[src/rtl/uart_tx_arbiter.sv]
// rtl/uart_tx_arbiter.sv - three-requester round-robin arbiter in front of a UART serializer (optional stall timeout: UART_TX_ARB_TIMEOUT_EN)
module uart_tx_arbiter #(
    parameter int TIMEOUT_CYCLES = 1000000
) (
    input  logic       clk,
    input  logic       rst,
    input  logic       req0_valid,
    input  logic [7:0] req0_data,
    input  logic       req0_last,
    output logic       req0_ready,
    input  logic       req1_valid,
    input  logic [7:0] req1_data,
    input  logic       req1_last,
    output logic       req1_ready,
    input  logic       req2_valid,
    input  logic [7:0] req2_data,
    input  logic       req2_last,
    output logic       req2_ready,
    output logic       tx_valid,
    output logic [7:0] tx_data,
    input  logic       tx_ready,
    output logic [1:0] grant,
    output logic       busy,
    output logic       timeout_evt
);

    typedef enum logic {
        IDLE = 1'b0,
        XFER = 1'b1
    } state_t;

    state_t     state, state_nx;
    logic [1:0] owner, owner_nx;
    logic [1:0] last_owner, last_owner_nx;
    logic [1:0] pick;
    logic [2:0] req_valid;
    logic       own_valid;
    logic       own_last;
    logic [7:0] own_data;
    logic       active;
    logic       fire;
    logic       timeout_hit;

    assign req_valid = {req2_valid, req1_valid, req0_valid};

    // The owner only drives the serializer outside reset, so a byte presented
    // in the reset cycle is never handshaken.
    assign active = (state == XFER) && rst;
    assign fire   = tx_valid && tx_ready;

    // Select the current owner's request signals.
    always_comb begin
        own_valid = 1'b0;
        own_last  = 1'b0;
        own_data  = 8'h00;
        case (owner)
            2'd0: begin own_valid = req0_valid; own_last = req0_last; own_data = req0_data; end
            2'd1: begin own_valid = req1_valid; own_last = req1_last; own_data = req1_data; end
            2'd2: begin own_valid = req2_valid; own_last = req2_last; own_data = req2_data; end
            default: ;
        endcase
    end

    // Round-robin search starting just after the previous owner.
    always_comb begin
        pick = 2'd0;
        case (last_owner)
            2'd0:    pick = req_valid[1] ? 2'd1 : (req_valid[2] ? 2'd2 : 2'd0);
            2'd1:    pick = req_valid[2] ? 2'd2 : (req_valid[0] ? 2'd0 : 2'd1);
            default: pick = req_valid[0] ? 2'd0 : (req_valid[1] ? 2'd1 : 2'd2);
        endcase
    end

`ifdef UART_TX_ARB_TIMEOUT_EN
    localparam int CNT_W = $clog2(TIMEOUT_CYCLES + 1);
    logic [CNT_W-1:0] stall_cnt;

    assign timeout_hit = active && !own_valid && (stall_cnt == CNT_W'(TIMEOUT_CYCLES - 1));
    assign timeout_evt = timeout_hit;

    // Count consecutive owner-idle cycles; any presented byte restarts the count.
    always_ff @(posedge clk) begin
        if (!rst || state != XFER || own_valid || timeout_hit)
            stall_cnt <= '0;
        else
            stall_cnt <= stall_cnt + 1'b1;
    end
`else
    assign timeout_hit = 1'b0;
    // Tied low; the comparison is constant false for any legal TIMEOUT_CYCLES.
    assign timeout_evt = (TIMEOUT_CYCLES < 0);
`endif

    // State, owner and round-robin pointer registers.
    always_ff @(posedge clk) begin
        if (!rst) begin
            state      <= IDLE;
            owner      <= 2'd0;
            last_owner <= 2'd2;
        end else begin
            state      <= state_nx;
            owner      <= owner_nx;
            last_owner <= last_owner_nx;
        end
    end

    // Next-state: grant on any request, release on last byte or timeout.
    always_comb begin
        state_nx      = state;
        owner_nx      = owner;
        last_owner_nx = last_owner;
        case (state)
            IDLE: begin
                if (|req_valid) begin
                    state_nx = XFER;
                    owner_nx = pick;
                end
            end
            XFER: begin
                if ((fire && own_last) || timeout_hit) begin
                    state_nx      = IDLE;
                    last_owner_nx = owner;
                end
            end
            default: state_nx = IDLE;
        endcase
    end

    // Combinational pass-through from the owner to the serializer.
    always_comb begin
        tx_valid   = active && own_valid;
        tx_data    = tx_valid ? own_data : 8'h00;
        req0_ready = active && (owner == 2'd0) && tx_ready;
        req1_ready = active && (owner == 2'd1) && tx_ready;
        req2_ready = active && (owner == 2'd2) && tx_ready;
        grant      = active ? owner : 2'd3;
        busy       = active;
    end

endmodule

[config.mk]
export PLATFORM = sky130hd
export DESIGN_NAME = uart_tx_arbiter
export DESIGN_NICKNAME = d
export VERILOG_FILES = /design/src/rtl/uart_tx_arbiter.sv
export SDC_FILE = /design/constraint.sdc
export NUM_CORES = 1
export LEC_CHECK = 0
export BUFFER_PORTS_ARGS = -buffer_cell sky130_fd_sc_hd__buf_4
export CORE_MARGIN = 5
export CORE_UTILIZATION = 40
export CTS_CLUSTER_DIAMETER = 120
export DETAILED_ROUTE_END_ITERATION = 8
export PLACE_DENSITY = 0.83
export REMOVE_ABC_BUFFERS = 1
export SLEW_MARGIN = 10
export SYNTH_ARGS = -nofsm -noshare
export SYNTH_HDL_FRONTEND = slang
export SYNTH_SLANG_ARGS = --single-unit
[constraint.sdc]
create_clock -name clk -period 2.4 [get_ports clk]
set_input_delay 0.36 -clock clk [delete_from_list [all_inputs] [get_ports clk]]
set_output_delay 0.36 -clock clk [all_outputs]
set_load 0.005 [all_outputs]
==> metrics.md <==
| Metric | Value |
|---|---|
| Synth Flop Type | dfxtp_1 |
| FF-to-FF Start | owner[1]$_SDFFE_PN0P_ |
| Reg area | 100 sq um |
| Gr usage total | 16.5% |
| Initial DRC Count | 10 |
| Crit path time final | 2.11 ns |
| Starting density of the core | 43.8% |
| H-tree level count | 1 |
| Total CTS buffers | 3 |
| # setup viols final | 0 |
| Slowest CP cell | dfxtp_1 |
| Post-synthesis async set-or-reset flop share | 0% |
| First-pass GRT wire length | 2.79 mm |
| Clk buf depth | 2 |
| DR DRC count | 0 |
| Initial antenna violation count | 0 |
| Main area contributors after synthesis | mux2i_1 (19%), dfxtp_1 (17%), nor2_1 (13%) |
| PwrDens | 339 nW/um^2 |
| Slew Viols, Final | 0 |
| Final hold vios | 0 |
| Net Sw Frac | 29.6% |
| Hold buffer count at cts | 0 |
| Maxcap violations | 0 |
| DIE AREA | 2330 sq um |
| RSZ-0062 raised after global routing | false |
| Antenna diode count | 0 |
| Synth cell types | 28 |
| GP Congestion | 0.756 |
| Worst relative slew slack | 64.6% |
| Worst-path clk slew | 0.04 ns |
| Die extent in y | 48.2 microns |
| CP Max Fanout | 17 |
| Antenna-violating nets left | 0 |
| Min-delay src | rst |
| Yosys top cell area share | 18.8% |
| Fillcell total | 137 |
| Setup bufs post-CTS | 0 |
| Multi-input logic area | 429 sq um |
| Die width | 48.2 microns |
| Clock Tree Root | clkbuf_4 |
| Avg Inst Size Synth | 6.79 sq um |
| GR Overflow Total | 0 |
| Worst Path Arrival | 1.75 ns |
| WL/cell | 13.5 microns |
| Crit path from | owner[1]$_SDFFE_PN0P_ |
| Worst-margin pin slew | 0.530 ns |
| Top Ports | 49 |
| Final nets | 164 |
| Port Buffer Count | 47 |
| Clock skew | 0.00277 ns |
| Vias in the first global route | 697 |
| Internal | 0.226 mW |
| Crit Path Category | flop to primary output |
| Area grow syn2layout | 61.9% |
| Flop pwr share | 30.9% |
| Clock power share | 30.4% |
| Yosys warning total | 0 |
| Final wirelength | 1.95 mm |
| Psw | 0.0948 mW |
| Synth area leader | mux2i_1 |
| Pwr Total | 0.321 mW |
| Post_cts resized | 0 |
| Largest net degree at the start of global routing | 18 |
| Post-DP HPWL | 1.58 mm |
| Clock Latency Late Sink | 0.24 ns |
| Leakage | 0.483 nW |
| DRT Pass-1 Iters | 4 |
| WP data required | 2.04 ns |
| Post-synth EDFFs | 0 |
| Vias per std cell | 4.99 |
| Outcome | finished, final reports clean |
| Combinational power share | 38.7% |
| Post-route clock period utilization | 88.0% |
| Number of synthesized register bits | 5 |
| Mapped Cells | 86 |
| Setup TNS | 0 ns |
| Slowest stage delay, CP | 0.65 ns |
| CP endpoint kind | primary output |
| Via count | 723 |
| CP Cell Sequence | nor2b_1 > a21oi_1 > nor2_1 > buf_4 |
| Core ar. | 1330 sq um |
| Peak supply drop | 276 uV |
| Setup crit start kind | flop |
| Post-Syn Area | 584 sq um |
| Number of core rows | 13 |
| Post-synthesis sequential area ratio | 17.1% |
| Clock sink total | 5 |
| Layout cells sized above 1 | 40.8% |
| F_max | 474 MHz |
| Hold Path Class | primary input to flop |
| CTS tree | yes |
==> power groups by stage <==
stage,Combinational (mW),Clock (mW),Sequential (mW)
floorplan,0.0530,0,0.0991
global placement,0.122,0,0.0999
detailed placement,0.124,0,0.100
CTS,0.125,0.102,0.0988
global route,0.137,0.105,0.100
finish,0.124,0.0975,0.0991
==> area by class of cell <==
class                      count  area share, %
tap                           15           1.98
timing repair buffer          48           38.1
clock buffer                   4           2.78
multi-input combinational     70           45.4
sequential                     5           10.6
inverter                       3           1.19
==> cell usage after synthesis, types with 2 or more instances <==
master	count
nor2_1	20
a21oi_1	8
nand2_1	8
inv_1	3
clkbuf_1	3
dfxtp_1	5
nand2b_1	2
buf_2	2
mux2i_1	11
nor2b_1	5
o21ai_0	2
==> state kept, by name, indices dropped and copies added, names as in the netlist <==
name        cells
last_owner      2
state           1
owner           2
==> critical path: cells and delay by family (launching register included) <==
kind            cells  cell delay [ns]
buf+inv             1             0.12
simple gates        2             0.61
flops               1             0.65
compound gates      1             0.14
==> stage by stage <==
stage          instances  utilization [%]  cell area [sq um]  worst slack (ns)  hold WS (ns)
2_1_floorplan         78                -                541             0.598         0.448
6_report             145             70.9                946             0.289         0.445
5_1_grt              145             70.9                946             0.135         0.436
3_3_place_gp         141             68.9                920             0.614         0.469
3_5_place_dp         141             68.9                920             0.553         0.483
4_1_cts              145             70.9                946             0.285         0.435
==> cells in the final DEF, fill, tap and decap left out, types with 2 or more instances in the layout <==
cell,instances
mux2i_1,11
nor2b_1,5
a21oi_1,8
nand2b_1,2
dfxtp_1,5
nand2_1,8
nor2_1,20
inv_1,3
o21ai_0,2
buf_4,48
clkbuf_4,3
==> cells by family (layout without fill, tap and decap cells) <==
| group | count (synthesis) | count (layout) | share of synthesized area [%] |
|---|---|---|---|
| AOI/OAI and AO/OA | 17 | 17 | 18.6 |
| DFF | 5 | 5 | 17.1 |
| buffers and inverters | 11 | 55 | 9.42 |
| muxes | 11 | 11 | 18.8 |
| and+or+nand+nor | 41 | 41 | 35.3 |
| other | 1 | 1 | 0.642 |
==> final timing paths <==
| kind | end | slack [ns] | cells past startpoint |
|---|---|---|---|
| setup / recovery | tx_data[1] | 0.29 | 4 |
| hold reg to reg | last_owner[0]$_SDFFE_PN0P_ | 0.51 | 2 |
| setup reg to reg | state$_SDFF_PN0_ | 0.58 | 4 |
| hold / removal | owner[1]$_SDFFE_PN0P_ | 0.45 | 2 |
==> layer usage <==
layer	global-route usage [%]	part of all wire, %	vias up
li1	-	-	374
met1	19.3	39	324
met2	30.5	56	25
met3	1.48	5.1	0
met4	5.91	0	0
met5	0	0	-
No activity file was read; power rests on OpenSTA's default activity.
